==> config.mk <==
export PLATFORM = sky130hd
export DESIGN_NAME = pipelined_reciprocal_mc
export DESIGN_NICKNAME = d
export VERILOG_FILES = /design/src/rtl/recip_pkg.sv /design/src/rtl/recip_div_core.sv /design/src/rtl/pipelined_reciprocal_mc.sv
export SDC_FILE = /design/constraint.sdc
export NUM_CORES = 1
export LEC_CHECK = 0
export BUFFER_PORTS_ARGS = -buffer_cell sky130_fd_sc_hd__buf_2
export CAP_MARGIN = 5
export CORE_MARGIN = 1.5
export CORE_UTILIZATION = 52
export CTS_CLUSTER_DIAMETER = 30
export DETAILED_ROUTE_END_ITERATION = 8
export PLACE_DENSITY_LB_ADDON = 0.15
export SYNTH_ARGS = -nofsm -noshare
export SYNTH_HDL_FRONTEND = slang
export SYNTH_SLANG_ARGS = --single-unit
export TNS_END_PERCENT = 10
==> constraint.sdc <==
create_clock -name clk -period 3.2 [get_ports clk]
set_input_delay 0.16 -clock clk [delete_from_list [all_inputs] [get_ports clk]]
set_output_delay 0.16 -clock clk [all_outputs]
set_load 0.02 [all_outputs]
==> src/rtl/recip_pkg.sv <==
// Shared types for the multi-channel reciprocal engine: divider FSM states and
// a channel-index width helper that stays legal for single-entry ranges.
package recip_pkg;

    typedef enum logic [1:0] {
        IDLE,
        LOAD,
        ITER,
        DONE
    } recip_state_e;

    function automatic int idx_width(input int n);
        return (n <= 1) ? 1 : $clog2(n);
    endfunction

endpackage

==> src/rtl/recip_div_core.sv <==
// Iterative restoring divider computing NUMERATOR / divisor, one quotient bit per
// cycle. No channel knowledge; done_o and the result are presented on the step that finishes.
module recip_div_core
    import recip_pkg::*;
#(
    parameter int          W         = 32,
    parameter logic [63:0] NUMERATOR = 64'd32768
) (
    input  logic         clk,
    input  logic         reset_n,
    input  logic         start_i,
    input  logic [W-1:0] divisor_i,
    output logic [W-1:0] quotient_o,
    output logic         dz_o,
    output logic         done_o,
    output recip_state_e state_o
);

    localparam int            CW       = idx_width(W);
    localparam logic [CW-1:0] CNT_INIT = CW'(W - 1);

    recip_state_e  state_q, state_d;
    logic [W-1:0]  rem_q, rem_d;
    logic [W-1:0]  quot_q, quot_d;
    logic [W-1:0]  div_q, div_d;
    logic [CW-1:0] cnt_q, cnt_d;

    // The partial remainder is below the divisor, so W bits hold it; only the
    // shifted trial value needs the extra bit.
    logic [W:0]    shifted;
    logic          ge;

    always_comb begin
        shifted = {rem_q, quot_q[W-1]};
        ge      = (shifted >= {1'b0, div_q});
    end

    always_comb begin
        state_d    = state_q;
        rem_d      = rem_q;
        quot_d     = quot_q;
        div_d      = div_q;
        cnt_d      = cnt_q;
        done_o     = 1'b0;
        dz_o       = 1'b0;
        quotient_o = quot_q;
        unique case (state_q)
            IDLE: begin
                if (start_i) begin
                    div_d   = divisor_i;
                    state_d = LOAD;
                end
            end
            LOAD: begin
                if (div_q == '0) begin
                    quot_d     = '1;
                    quotient_o = '1;
                    dz_o       = 1'b1;
                    done_o     = 1'b1;
                    state_d    = DONE;
                end else begin
                    rem_d   = '0;
                    quot_d  = W'(NUMERATOR);
                    cnt_d   = CNT_INIT;
                    state_d = ITER;
                end
            end
            ITER: begin
                rem_d  = ge ? W'(shifted - {1'b0, div_q}) : shifted[W-1:0];
                quot_d = {quot_q[W-2:0], ge};
                cnt_d  = cnt_q - 1'b1;
                if (cnt_q == '0) begin
                    quotient_o = quot_d;
                    done_o     = 1'b1;
                    state_d    = DONE;
                end
            end
            DONE: begin
                state_d = IDLE;
            end
            default: begin
                state_d = IDLE;
            end
        endcase
    end

    always_ff @(posedge clk or negedge reset_n) begin
        if (!reset_n) begin
            state_q <= IDLE;
            rem_q   <= '0;
            quot_q  <= '0;
            div_q   <= '0;
            cnt_q   <= '0;
        end else begin
            state_q <= state_d;
            rem_q   <= rem_d;
            quot_q  <= quot_d;
            div_q   <= div_d;
            cnt_q   <= cnt_d;
        end
    end

    assign state_o = state_q;

endmodule

==> src/rtl/pipelined_reciprocal_mc.sv <==
// Multi-channel reciprocal engine: per-channel change detection, round-robin
// arbitration onto one shared divider, and a per-channel result bank.
module pipelined_reciprocal_mc
    import recip_pkg::*;
#(
    parameter int          NCH       = 4,
    parameter int          W         = 32,
    parameter logic [63:0] NUMERATOR = 64'd32768
) (
    input  logic             clk,
    input  logic             reset_n,
    input  logic [NCH*W-1:0] scan_duration,
    input  logic [NCH-1:0]   force_update,
    output logic [NCH*W-1:0] reciprocal,
    output logic [NCH-1:0]   reciprocal_valid,
    output logic [NCH-1:0]   div_by_zero,
    output logic             busy
);

    localparam int CHW = idx_width(NCH);

    if (NCH < 1 || NCH > 16) begin : g_bad_nch
        $error("pipelined_reciprocal_mc: NCH must be in 1..16");
    end
    if (W < 2) begin : g_bad_w
        $error("pipelined_reciprocal_mc: W must be at least 2");
    end
    if (W < 64 && (NUMERATOR >> W) != 64'd0) begin : g_bad_num
        $error("pipelined_reciprocal_mc: NUMERATOR must be below 2**W");
    end

    logic [NCH*W-1:0] last_q;
    logic [NCH-1:0]   pend_q, pend_d;
    logic [NCH-1:0]   set_vec, gnt_vec;
    logic [CHW-1:0]   rr_q, rr_d;
    logic [CHW-1:0]   chan_q, chan_d;
    logic [CHW-1:0]   gnt_idx;
    logic             gnt;
    logic [W-1:0]     gnt_div;

    logic [NCH*W-1:0] recip_q, recip_d;
    logic [NCH-1:0]   valid_q, valid_d;
    logic [NCH-1:0]   dz_q, dz_d;

    logic [W-1:0]     core_quot;
    logic             core_dz;
    logic             core_done;
    recip_state_e     core_state;

    // Set has priority over the grant clear, so a change on the grant cycle re-queues.
    always_comb begin
        set_vec = '0;
        for (int k = 0; k < NCH; k++) begin
            set_vec[k] = (scan_duration[k*W +: W] != last_q[k*W +: W]) || force_update[k];
        end
        pend_d = (pend_q & ~gnt_vec) | set_vec;
    end

    // Scan from rr_q upward with wrap; the first pending channel wins.
    always_comb begin
        logic [CHW:0]   sum;
        logic [CHW-1:0] cand;
        sum     = '0;
        cand    = '0;
        gnt     = 1'b0;
        gnt_idx = '0;
        gnt_vec = '0;
        gnt_div = '0;
        for (int i = 0; i < NCH; i++) begin
            sum = {1'b0, rr_q} + (CHW+1)'(i);
            if (sum >= (CHW+1)'(NCH)) begin
                sum = sum - (CHW+1)'(NCH);
            end
            cand = sum[CHW-1:0];
            if (!gnt && pend_q[cand] && core_state == IDLE) begin
                gnt           = 1'b1;
                gnt_idx       = cand;
                gnt_vec[cand] = 1'b1;
            end
        end
        for (int k = 0; k < NCH; k++) begin
            if (gnt && gnt_idx == CHW'(k)) begin
                gnt_div = scan_duration[k*W +: W];
            end
        end
    end

    always_comb begin
        rr_d   = rr_q;
        chan_d = chan_q;
        if (gnt) begin
            chan_d = gnt_idx;
            rr_d   = (gnt_idx == CHW'(NCH - 1)) ? '0 : gnt_idx + 1'b1;
        end
    end

    always_comb begin
        recip_d = recip_q;
        dz_d    = dz_q;
        valid_d = '0;
        for (int k = 0; k < NCH; k++) begin
            if (core_done && chan_q == CHW'(k)) begin
                recip_d[k*W +: W] = core_quot;
                dz_d[k]           = core_dz;
                valid_d[k]        = 1'b1;
            end
        end
    end

    always_ff @(posedge clk or negedge reset_n) begin
        if (!reset_n) begin
            last_q  <= '0;
            pend_q  <= '0;
            rr_q    <= '0;
            chan_q  <= '0;
            recip_q <= '0;
            valid_q <= '0;
            dz_q    <= '0;
        end else begin
            last_q  <= scan_duration;
            pend_q  <= pend_d;
            rr_q    <= rr_d;
            chan_q  <= chan_d;
            recip_q <= recip_d;
            valid_q <= valid_d;
            dz_q    <= dz_d;
        end
    end

    recip_div_core #(
        .W         (W),
        .NUMERATOR (NUMERATOR)
    ) u_core (
        .clk        (clk),
        .reset_n    (reset_n),
        .start_i    (gnt),
        .divisor_i  (gnt_div),
        .quotient_o (core_quot),
        .dz_o       (core_dz),
        .done_o     (core_done),
        .state_o    (core_state)
    );

    assign reciprocal       = recip_q;
    assign reciprocal_valid = valid_q;
    assign div_by_zero      = dz_q;
    assign busy             = (core_state != IDLE);

endmodule

==> metrics.csv <==
stage,metric,value,unit
clocking,clock_path_buffers,3,
setup_path,setup.worst_path.start_class,flop,
timing,fmax,0.292,GHz
pwr,power_density,623,nW/um^2
logic_synthesis,synth_cells,1716,
die,die_w,188,um
worst_hold_path,hold_path_class,in2async,
setup_path,path_max_fanout,14,
logic_synthesis,synth_top_area_cell,dfrtp_1,
clocking,cts_tree,built,
grt,grt_usage,34.2,%
die,die_area,35400,um^2
setup_path,cp-end-kind,flop,
die,core-area,33600,um^2
grt,grt_pass1_wl,93.2,mm
clocking,clock_sinks,375,
outcome,status,"finished, violations left",
placement,dp_cells,2382,
route,route.detailed.drc,10,
setup_path,r2r_setup_slack,-0.23,ns
route,wl,60.4,mm
logic_synthesis,synth-edff-count,0,
pwr,vdd_drop_max,438,uV
die,die_y,188,um
clocking,cts_buffers,79,
timing,slew_viol_final,0,
clocking,clkLatencyLatePin,0.60,ns
logic_synthesis,yosysTopAreaCellShare,52.6,%
logic_synthesis,avgSynthCellArea,10.4,um^2
final_layout,instances_no_fill,2682,
logic_synthesis,synth_nets,1895,
timing,worst_pin_slew,1.02,ns
final_layout,drive_gt1_share,26.2,%
grt,gr-usage-met1,47.0,%
run,maxCapViolations,0,
final_layout,areaGrowthSynthToFinish,36.6,%
placement,gp_congestion,0.926,
final_layout,finish.net_count,2344,
grt,met2_usage,51.6,%
setup_path,critPathKind,reg2reg,
placement,post-place-ws,-0.0255,ns
route,avgViaCountPerCell,6.00,
logic_synthesis,synth_seq_cells,375,
timing,period_minus_slack,3.43,ns
final_layout,final_area,24400,um^2
timing,slew_headroom,31.4,%
logic_synthesis,ys_seq_area_share,52.6,%
grt,grt_max_degree,99,
grt,antenna_found_initial,5,
logic_synthesis,yosysMostFrequentCell,dfrtp_1,
pwr,p_leak,11.8,nW
route,wl_per_cell,22.5,um
timing,rsz0062_at_grt,yes,
placement,place_area,19900,um^2
placement,hpwl,37.2,mm
timing,fin_skew,0.0369,ns
grt,grt-ovfl-total,0,
clocking,htree_levels,3,
die,core.rowCount,67,
logic_synthesis,synth_area_leaders,"dfrtp_1, a21oi_1, nor2_1",
logic_synthesis,synth_cell_types,68,
final_layout,n_fill_cell,2258,
die,num_io_pins,271,
timing,hold_viol,0,
logic_synthesis,synthFlopType,dfrtp_1,
clocking,path_clk_slew,0.05,ns
setup_path,crit_arrival,3.86,ns
grt,use_met3,8.79,%
clocking,cts_root_buffer,clkbuf_16,
logic_synthesis,ys.warnings.count,0,
placement,io_buffers,270,
logic_synthesis,yosys-top-cells-count,"dfrtp_1, a21oi_1, nor2_1",
route,route.vias.total,16100,
die,start_util,53.1,%
timing,setup_ws,-0.229,ns
route,drtPass1Iterations,9,
grt,grt_busiest_layer,met2,
timing,setup_violations,26,
route,drt_first_iter_violations,1731,
grt,first_global_vias,15900,
logic_synthesis,synth_async_sr_flop_share,100,%
logic_synthesis,synth_area,17800,um^2
setup_path,worst_ep_required_time,3.64,ns
timing,period_share,107,%
route,ant_nets,0,
outcome,failed_checks,"design-rule violations, negative setup slack",
## kinds of logic after synthesis
kind of cell / synth area share, %
fa+ha+maj: 3.20
flops: 52.6
xor+xnor: 7.51
compound gates: 16.9
buf+inv: 3.59
mux: 4.72
simple gates: 11.4
## cells in the final DEF, fill, tap and decap left out, drive strengths merged, types with 4 or more instances in the layout
| master | instances |
|---|---|
| o21ai | 51 |
| mux2 | 55 |
| a21o | 38 |
| a21oi | 247 |
| bufinv | 10 |
| a222oi | 32 |
| nor2 | 184 |
| nor2b | 6 |
| dfrtp | 375 |
| and2 | 4 |
| ha | 44 |
| clkbuf | 93 |
| xnor2 | 77 |
| inv | 68 |
| clkinv | 18 |
| dlygate4sd3 | 133 |
| o211ai | 6 |
| mux2i | 20 |
| nand3 | 18 |
| a211oi | 39 |
| nand4 | 34 |
| xor2 | 76 |
| o21bai | 4 |
| clkinvlp | 12 |
| buf | 333 |
| o21a | 5 |
| a31oi | 5 |
| nand2 | 89 |
| nor3 | 46 |
| a22oi | 25 |
| nand2b | 5 |
| nor4 | 30 |
| a21boi | 4 |
## metrics by stage
stage / setup TNS, ns / utilization, % / hold WS (ns) / power [mW]
final: -2.07 / 72.5 / 0.168 / 15.2
after global routing: -6.34 / 72.5 / 0.234 / 15.6
after CTS: -0.344 / 72.1 / 0.193 / 15.1
after detailed placement: -0.0255 / 59.2 / 0.207 / 6.45
after global placement: 0 / 59.2 / 0.199 / 6.43
after floorplan: 0 / - / -0.136 / 5.83
## final cells by class
class / count / area (um^2) / share of cell area, %
sequential: 375 / 9390 / 38.5
multi-input combinational: 1189 / 7970 / 32.7
timing repair buffer: 467 / 3400 / 13.9
clock buffer: 92 / 2120 / 8.69
clock inverter: 55 / 727 / 2.98
tap: 448 / 561 / 2.30
inverter: 53 / 199 / 0.817
antenna: 3 / 7.51 / 0.0308
## what timing repair did
| item | CTS | global route |
|---|---|---|
| gates cloned | 2 | 1 |
| hold buffers | 133 | 0 |
| buffers inserted | 6 | 8 |
| pin swaps | 7 | 19 |
| setup endpoints to repair | 3 | 43 |
| endpoints found under the hold margin | 246 | 0 |
| resized for setup | 13 | 20 |
## sequential cells by signal (all words and copies together) (netlist names)
register          count
last_q              128
reciprocal          128
u_core.div_q         32
u_core.quot_q        32
u_core.rem_q         32
u_core.cnt_q          5
div_by_zero           4
pend_q                4
reciprocal_valid      4
chan_q                2
rr_q                  2
u_core.state_o        2
## worst max-delay path, stage by stage (launching register included)
cell and delay, ns:
dfrtp_2 0.40, inv_2 0.07, ha_4 0.30, mux4_2 0.32
buf_4 0.16, a211oi_4 0.23, buf_4 0.17, o31ai_2 0.06
buf_4 0.15, ha_1 0.20, and3_4 0.16, buf_12 0.14
buf_4 0.14, a222oi_1 0.25, nor3_1 0.12, a211oi_1 0.28
a21oi_1 0.10
## path summary, 6_finish.rpt
| check | start | depth (start not counted) | endpoint |
|---|---|---|---|
| setup / recovery | rr_q[0] | 16 | u_core.div_q[7] |
| hold / removal | reset_n | 2 | last_q[39] |
| setup reg to reg | rr_q[0] | 16 | u_core.div_q[7] |
| hold reg to reg | reciprocal[33] | 1 | reciprocal[33] |
| max in group asynchronous | reset_n | 3 | u_core.cnt_q[1] |
| min in group clk | scan_duration[71] | 2 | last_q[71] |
## per-layer routing
metal  vias to the layer above  wire, um
met5                         -        10
met4                         2      2480
met3                       200      6360
met2                       911     27300
met1                      7858     24200
li1                       7109         -
## power breakdown
part | internal, mW | switching [mW] | leakage [nW] | total [mW]
registers | 5.03 | 0.161 | 4.81 | 5.19
logic | 0.520 | 0.866 | 5.58 | 1.39
clock network | 5.65 | 2.94 | 1.36 | 8.59
total | 11.2 | 3.96 | 11.8 | 15.2
No activity file was read; power rests on OpenSTA's default activity.
